**src/rtl/password_lock_if.sv**
```systemverilog
// Signal bundle between the key pad controller and the password gate.
interface password_lock_if;
   logic       on;
   logic       en_key;
   logic [3:0] key;
   logic       lock;
   logic       pw_change;
   logic       o_unlock;
   logic       o_locked_out;
   logic       o_fail;
   logic [2:0] digit_count;
   logic [1:0] tries_left;
   logic [2:0] state_out;

   modport master (
      output on, en_key, key, lock, pw_change,
      input  o_unlock, o_locked_out, o_fail, digit_count, tries_left, state_out
   );

   modport slave (
      input  on, en_key, key, lock, pw_change,
      output o_unlock, o_locked_out, o_fail, digit_count, tries_left, state_out
   );
endinterface

```
**src/rtl/password_lock.sv**
```systemverilog
// Password gate ahead of the address/data entry stage: collects key digits,
// checks them against a stored password, counts failures and enforces lockout.
module password_lock #(
   parameter int                  PW_LEN         = 4,
   parameter logic [4*PW_LEN-1:0] PW_DEFAULT     = 16'h1234,
   parameter int                  MAX_TRIES      = 3,
   parameter int                  LOCK_CYCLES    = 50000000,
   parameter int                  TIMEOUT_CYCLES = 250000000
) (
   input  logic           clk,
   input  logic           rst,
   password_lock_if.slave bus
);
   localparam int PW_W   = 4 * PW_LEN;
   localparam int IDLE_W = (TIMEOUT_CYCLES > 1) ? $clog2(TIMEOUT_CYCLES) : 1;
   localparam int LOCK_W = (LOCK_CYCLES > 1) ? $clog2(LOCK_CYCLES) : 1;

   localparam logic [2:0]        LAST_DIGIT = 3'(PW_LEN - 1);
   localparam logic [1:0]        TRIES_INIT = 2'(MAX_TRIES);
   localparam logic [IDLE_W-1:0] IDLE_LAST  = IDLE_W'(TIMEOUT_CYCLES - 1);
   localparam logic [LOCK_W-1:0] LOCK_LAST  = LOCK_W'(LOCK_CYCLES - 1);

   typedef enum logic [2:0] {
      ST_ENTRY    = 3'd0,
      ST_CHECK    = 3'd1,
      ST_UNLOCKED = 3'd2,
      ST_CHANGE   = 3'd3,
      ST_LOCKOUT  = 3'd4
   } state_t;

   state_t            state, state_nx;
   logic [PW_W-1:0]   pw, pw_nx;
   logic [PW_W-1:0]   entry, entry_nx;
   logic [PW_W-1:0]   shadow, shadow_nx;
   logic [PW_W-1:0]   entry_shift, shadow_shift;
   logic [2:0]        count, count_nx;
   logic [1:0]        tries, tries_nx;
   logic [IDLE_W-1:0] idle, idle_nx;
   logic [LOCK_W-1:0] lock_cnt, lock_cnt_nx;
   logic              fail, fail_nx;

   // New digit enters at the LSBs so the first digit ends up in the MSBs.
   generate
      if (PW_LEN > 1) begin : g_shift_multi
         assign entry_shift  = {entry[PW_W-5:0], bus.key};
         assign shadow_shift = {shadow[PW_W-5:0], bus.key};
      end else begin : g_shift_single
         assign entry_shift  = bus.key;
         assign shadow_shift = bus.key;
      end
   endgenerate

   always_ff @(posedge clk or negedge rst) begin
      if (!rst) begin
         state    <= ST_ENTRY;
         pw       <= PW_DEFAULT;
         entry    <= '0;
         shadow   <= '0;
         count    <= '0;
         tries    <= TRIES_INIT;
         idle     <= '0;
         lock_cnt <= '0;
         fail     <= 1'b0;
      end else begin
         state    <= state_nx;
         pw       <= pw_nx;
         entry    <= entry_nx;
         shadow   <= shadow_nx;
         count    <= count_nx;
         tries    <= tries_nx;
         idle     <= idle_nx;
         lock_cnt <= lock_cnt_nx;
         fail     <= fail_nx;
      end
   end

   always_comb begin
      state_nx    = state;
      pw_nx       = pw;
      entry_nx    = entry;
      shadow_nx   = shadow;
      count_nx    = count;
      tries_nx    = tries;
      idle_nx     = idle;
      lock_cnt_nx = lock_cnt;
      fail_nx     = 1'b0;

      if (state == ST_LOCKOUT) begin
         // Lockout runs to completion regardless of on/lock.
         if (lock_cnt == LOCK_LAST) begin
            state_nx    = ST_ENTRY;
            tries_nx    = TRIES_INIT;
            lock_cnt_nx = '0;
         end else begin
            lock_cnt_nx = lock_cnt + 1'b1;
         end
      end else if (!bus.on) begin
         state_nx = ST_ENTRY;
         entry_nx = '0;
         count_nx = '0;
         idle_nx  = '0;
      end else begin
         case (state)
            ST_ENTRY: begin
               if (bus.en_key) begin
                  entry_nx = entry_shift;
                  idle_nx  = '0;
                  if (count == LAST_DIGIT) begin
                     state_nx = ST_CHECK;
                     count_nx = '0;
                  end else begin
                     count_nx = count + 3'd1;
                  end
               end else if (count != 3'd0) begin
                  // A stalled partial entry is silently discarded.
                  if (idle == IDLE_LAST) begin
                     entry_nx = '0;
                     count_nx = '0;
                     idle_nx  = '0;
                  end else begin
                     idle_nx = idle + 1'b1;
                  end
               end
            end
            ST_CHECK: begin
               entry_nx = '0;
               if (entry == pw) begin
                  state_nx = ST_UNLOCKED;
                  tries_nx = TRIES_INIT;
               end else begin
                  fail_nx  = 1'b1;
                  tries_nx = (tries != 2'd0) ? tries - 2'd1 : 2'd0;
                  if (tries <= 2'd1) begin
                     state_nx    = ST_LOCKOUT;
                     lock_cnt_nx = '0;
                  end else begin
                     state_nx = ST_ENTRY;
                  end
               end
            end
            ST_UNLOCKED: begin
               if (bus.lock) begin
                  state_nx = ST_ENTRY;
               end else if (bus.pw_change) begin
                  state_nx  = ST_CHANGE;
                  count_nx  = '0;
                  shadow_nx = '0;
               end
            end
            ST_CHANGE: begin
               if (bus.lock) begin
                  state_nx = ST_ENTRY;
                  count_nx = '0;
               end else if (bus.en_key) begin
                  shadow_nx = shadow_shift;
                  if (count == LAST_DIGIT) begin
                     pw_nx    = shadow_shift;
                     state_nx = ST_UNLOCKED;
                     count_nx = '0;
                  end else begin
                     count_nx = count + 3'd1;
                  end
               end
            end
            default: ;
         endcase
      end
   end

   assign bus.o_unlock     = (state == ST_UNLOCKED) || (state == ST_CHANGE);
   assign bus.o_locked_out = (state == ST_LOCKOUT);
   assign bus.o_fail       = fail;
   assign bus.digit_count  = count;
   assign bus.tries_left   = tries;
   assign bus.state_out    = state;
endmodule

```
**src/flat_wrapper.sv**
```systemverilog
// flat-port wrapper written by rule: the top's interface ports become plain ports
module password_lock_flat 
#(
   parameter int                  PW_LEN         = 4,
   parameter logic [4*PW_LEN-1:0] PW_DEFAULT     = 16'h1234,
   parameter int                  MAX_TRIES      = 3,
   parameter int                  LOCK_CYCLES    = 50000000,
   parameter int                  TIMEOUT_CYCLES = 250000000
)
  (clk, rst, bus_on, bus_en_key, bus_key, bus_lock, bus_pw_change, bus_o_unlock, bus_o_locked_out, bus_o_fail, bus_digit_count, bus_tries_left, bus_state_out);
  password_lock_if bus_i ();
  input  logic clk;
  input  logic rst;
  input wire logic [$bits(bus_i.on)-1:0] bus_on;
  input wire logic [$bits(bus_i.en_key)-1:0] bus_en_key;
  input wire logic [$bits(bus_i.key)-1:0] bus_key;
  input wire logic [$bits(bus_i.lock)-1:0] bus_lock;
  input wire logic [$bits(bus_i.pw_change)-1:0] bus_pw_change;
  output wire logic [$bits(bus_i.o_unlock)-1:0] bus_o_unlock;
  output wire logic [$bits(bus_i.o_locked_out)-1:0] bus_o_locked_out;
  output wire logic [$bits(bus_i.o_fail)-1:0] bus_o_fail;
  output wire logic [$bits(bus_i.digit_count)-1:0] bus_digit_count;
  output wire logic [$bits(bus_i.tries_left)-1:0] bus_tries_left;
  output wire logic [$bits(bus_i.state_out)-1:0] bus_state_out;
  assign bus_i.on = bus_on;
  assign bus_i.en_key = bus_en_key;
  assign bus_i.key = bus_key;
  assign bus_i.lock = bus_lock;
  assign bus_i.pw_change = bus_pw_change;
  assign bus_o_unlock = bus_i.o_unlock;
  assign bus_o_locked_out = bus_i.o_locked_out;
  assign bus_o_fail = bus_i.o_fail;
  assign bus_digit_count = bus_i.digit_count;
  assign bus_tries_left = bus_i.tries_left;
  assign bus_state_out = bus_i.state_out;
  password_lock #(.PW_LEN(PW_LEN), .PW_DEFAULT(PW_DEFAULT), .MAX_TRIES(MAX_TRIES), .LOCK_CYCLES(LOCK_CYCLES), .TIMEOUT_CYCLES(TIMEOUT_CYCLES)) u_core (.clk(clk), .rst(rst), .bus(bus_i));
endmodule
```
**config.mk**
```make
export PLATFORM = sky130hd
export DESIGN_NAME = password_lock_flat
export DESIGN_NICKNAME = d
export VERILOG_FILES = /design/src/rtl/password_lock_if.sv /design/src/rtl/password_lock.sv /design/src/flat_wrapper.sv
export SDC_FILE = /design/constraint.sdc
export NUM_CORES = 1
export LEC_CHECK = 0
export ABC_AREA = 1
export CELL_PAD_IN_SITES_DETAIL_PLACEMENT = 1
export CELL_PAD_IN_SITES_GLOBAL_PLACEMENT = 2
export CORE_MARGIN = 2
export CORE_UTILIZATION = 32
export DETAILED_ROUTE_END_ITERATION = 16
export PLACE_DENSITY = 0.8
export SYNTH_ARGS = -nofsm -noshare
export SYNTH_HDL_FRONTEND = slang
export SYNTH_SLANG_ARGS = --single-unit
```
**constraint.sdc**
```tcl
create_clock -name clk -period 1.7 [get_ports clk]
set_input_delay 0.255 -clock clk [delete_from_list [all_inputs] [get_ports clk]]
set_output_delay 0.255 -clock clk [all_outputs]
set_load 0.005 [all_outputs]
```
==> flow_summary.json <==
{
  "core-area_um2": 19400,
  "rsz0062_at_grt": "yes",
  "synth_warnings": 0,
  "combPwrFrac": 0.460,
  "slew_viol_final": 0,
  "final_cells": 1322,
  "grt_max_degree": 57,
  "min_from": "bus_on",
  "intPower_mw": 6.356,
  "synth_edf_count": 0,
  "cap_viol_max_count": 0,
  "synth_top_area_cell": "dfrtp_1",
  "num_antenna_cells": 0,
  "outcome": "finished clean",
  "hold_slack_ps": 347.1,
  "viasPerCell": 4.829,
  "clock.fmax_mhz": 590.6,
  "grt_pass1_wl_mm": 32.00,
  "dieArea_um2": 20850,
  "arrival_ps": 1440,
  "hold_depth": 3,
  "drc_errors": 0,
  "setup_violations": 0,
  "async_flop_share": 1.000,
  "wirelength_mm": 20.81,
  "synth_ff_type": "dfrtp_1",
  "critPathLaunchType": "flip-flop",
  "max_stage_delay_ps": 510,
  "period_share": 0.9959,
  "cts_buffer_depth": 2,
  "cts_buffers": 9,
  "endpoint_kind": "output port",
  "switching_share": 0.4043,
  "p_sw_mw": 4.313,
  "ys_top_cells_by_area": "dfrtp_1, nand2_1, nand3_1",
  "fillers": 2473,
  "synth_nets": 920,
  "r2r_cells": 9,
  "power_frac_seq": 0.328,
  "overflow": 0,
  "drive_gt1_frac": 0.2867,
  "initial_core_util": 0.3251,
  "root_buffer": "clkbuf_16",
  "reg2reg_slack_ps": 7,
  "antenna_left": 0,
  "r2r-end": "u_core.lock_cnt[3]$_DFFE_PN0P_",
  "area_growth_pct": 39.91,
  "vias": 6384,
  "multi_input_area_um2": 3623,
  "grt_pass1_vias": 6373,
  "dp_cells": 1278,
  "post-route-cell-area_um2": 8825,
  "clkLatencyLatePin_ps": 370,
  "hold_viol": 0,
  "dr.first_iter.drc_count": 325,
  "grt_use_total": 0.1933,
  "crit_fanout": 5,
  "layout_commonest_cell": "nand2_1",
  "clockPowerShare": 0.212,
  "ios": 21,
  "fin_skew_ps": 14.51,
  "required_ps": 1440,
  "ys_seq_area_frac": 0.4259,
  "clk_pin_slew_ps": 80,
  "io_buffers": 20,
  "die_h_um": 144.4,
  "regArea_um2": 2693,
  "synthesis.instances": 906,
  "gp_congestion": 0.8499,
  "mostFrequentLayoutCells": "nand2_1, buf_4, dfrtp_1, nor2_1, inv_1",
  "total_power_mw": 10.67,
  "postPlaceCellArea_um2": 7651,
  "netlist_area_um2": 6307,
  "p_leak_nw": 4.200,
  "path_cells": "buf_4, clkdlybuf4s50_1",
  "crit_type": "flip-flop to output port",
  "drtPass1Iterations": 4,
  "clkSinkCount": 107,
  "min_to": "u_core.idle[27]$_DFFE_PN0P_",
  "htree_num_levels": 3,
  "ir_worst_vdd_uv": 684.5,
  "slew_headroom": 0.6976,
  "cts_tree": "built",
  "num_rows": 51,
  "ys_ff_latch": 107,
  "worstMarginPinSlew_ps": 453.6,
  "avgSynthCellArea_um2": 6.962,
  "synth_top_area_frac": 0.3967,
  "min_path_type": "input port to flip-flop",
  "fin_crit_ps": 1693,
  "antenna_found_initial": 1,
  "nets": 1066,
  "wl_per_cell_um": 15.74,
  "fp.dieW_um": 144.4,
  "power.density_nw_per_um2": 1209,
  "reg2reg_from": "u_core.pw[2]$_DFFE_PN1P_",
  "place_hpwl_mm": 13.97,
  "cpMaxStageDelayCell": "clkdlybuf4s50_1",
  "yosysUniqueCellTypes": 36
}
-- synth_stat cells (all sizes together) (6+ instances only) --
| library cell | instances |
|---|---|
| a21oi | 13 |
| xor2 | 21 |
| dfrtp | 100 |
| nor2 | 127 |
| dfstp | 7 |
| or2 | 6 |
| nand2 | 274 |
| buf | 18 |
| nand4 | 31 |
| nand3 | 94 |
| o21ai | 56 |
| inv | 105 |
| nor3 | 22 |
| clkbuf | 6 |
| nand3b | 7 |
-- routing by layer --
layer | vias to the layer above | wire [um] | track usage
met5 | - | 13 | 0
met4 | 2 | 189 | 0.05979
met3 | 19 | 459 | 0.01755
met2 | 65 | 10150 | 0.3178
met1 | 3112 | 9992 | 0.2700
li1 | 3186 | - | -
-- area by class of cell --
cell class	count	area share
clock buffers	9	0.02552
clock inverters	7	0.01063
inverters	105	0.04551
multi-input cells	670	0.4106
flip-flops and latches	107	0.3051
well taps	265	0.03757
repair buffers	159	0.1650
-- kinds of logic after synthesis --
| kind of cell | after synthesis | synth area share |
|---|---|---|
| simple gates | 565 | 0.3848 |
| xor+xnor | 21 | 0.02916 |
| compound gates | 76 | 0.06368 |
| fa+ha+maj | 4 | 0.007935 |
| flops | 107 | 0.4259 |
| buf+inv | 129 | 0.08133 |
| mux | 4 | 0.007141 |
-- how the worst max path moves through the flow --
stage	start	end	cells past startpoint
6_report	u_core.bus.state_out[0]$_DFFE_PN0P_	bus_state_out[0]	2
5_1_grt	u_core.idle[17]$_DFFE_PN0P_	u_core.idle[19]$_DFFE_PN0P_	11
4_1_cts	u_core.bus.state_out[1]$_DFFE_PN0P_	u_core.idle[21]$_DFFE_PN0P_	11
3_5_place_dp	bus_on	u_core.idle[19]$_DFFE_PN0P_	12
3_3_place_gp	bus_on	u_core.idle[19]$_DFFE_PN0P_	12
2_1_floorplan	u_core.bus.digit_count[0]$_DFFE_PN0P_	u_core.idle[7]$_DFFE_PN0P_	9
-- critical path: cells and delay by family, from the launching register on --
kind / cells / cell delay, ps
flops: 1 / 400
buf+inv: 2 / 690
-- power by group through the flow --
stage	Sequential, mW	Clock, mW	Combinational, mW
2_1_floorplan	3.52	0	1.95
3_3_place_gp	3.50	0	3.80
3_5_place_dp	3.52	0	3.87
4_1_cts	3.47	2.31	4.27
5_1_grt	3.57	2.40	5.43
6_report	3.50	2.26	4.91
-- sequential cells by signal (all words and copies together) (netlist names) --
signal,count
u_core.bus.o_fail,1
u_core.bus.tries_left,2
u_core.bus.digit_count,3
u_core.idle,28
u_core.bus.state_out,3
u_core.lock_cnt,26
u_core.shadow,12
u_core.entry,16
u_core.pw,16
-- through the flow --
step                TNS, ps    util  worst slack [ps]
floorplan                 0       -             46.46
global placement     -14810  0.3944            -281.3
detailed placement   -18230  0.3944            -346.2
CTS                  -10.63  0.4218            -6.060
global route          -3509  0.4549            -107.9
finish                    0  0.4549             6.921
-- what timing repair did --
| item | in CTS | in global routing |
|---|---|---|
| resized for setup | 39 | 145 |
| cloned | 1 | 5 |
| hold buffers | 1 | 0 |
| endpoints found under the setup margin | 61 | 100 |
| hold endpoints to repair | 100 | 0 |
| buffers inserted | 8 | 14 |
| pin swaps | 6 | 43 |
(Power assumes the default switching activity.)
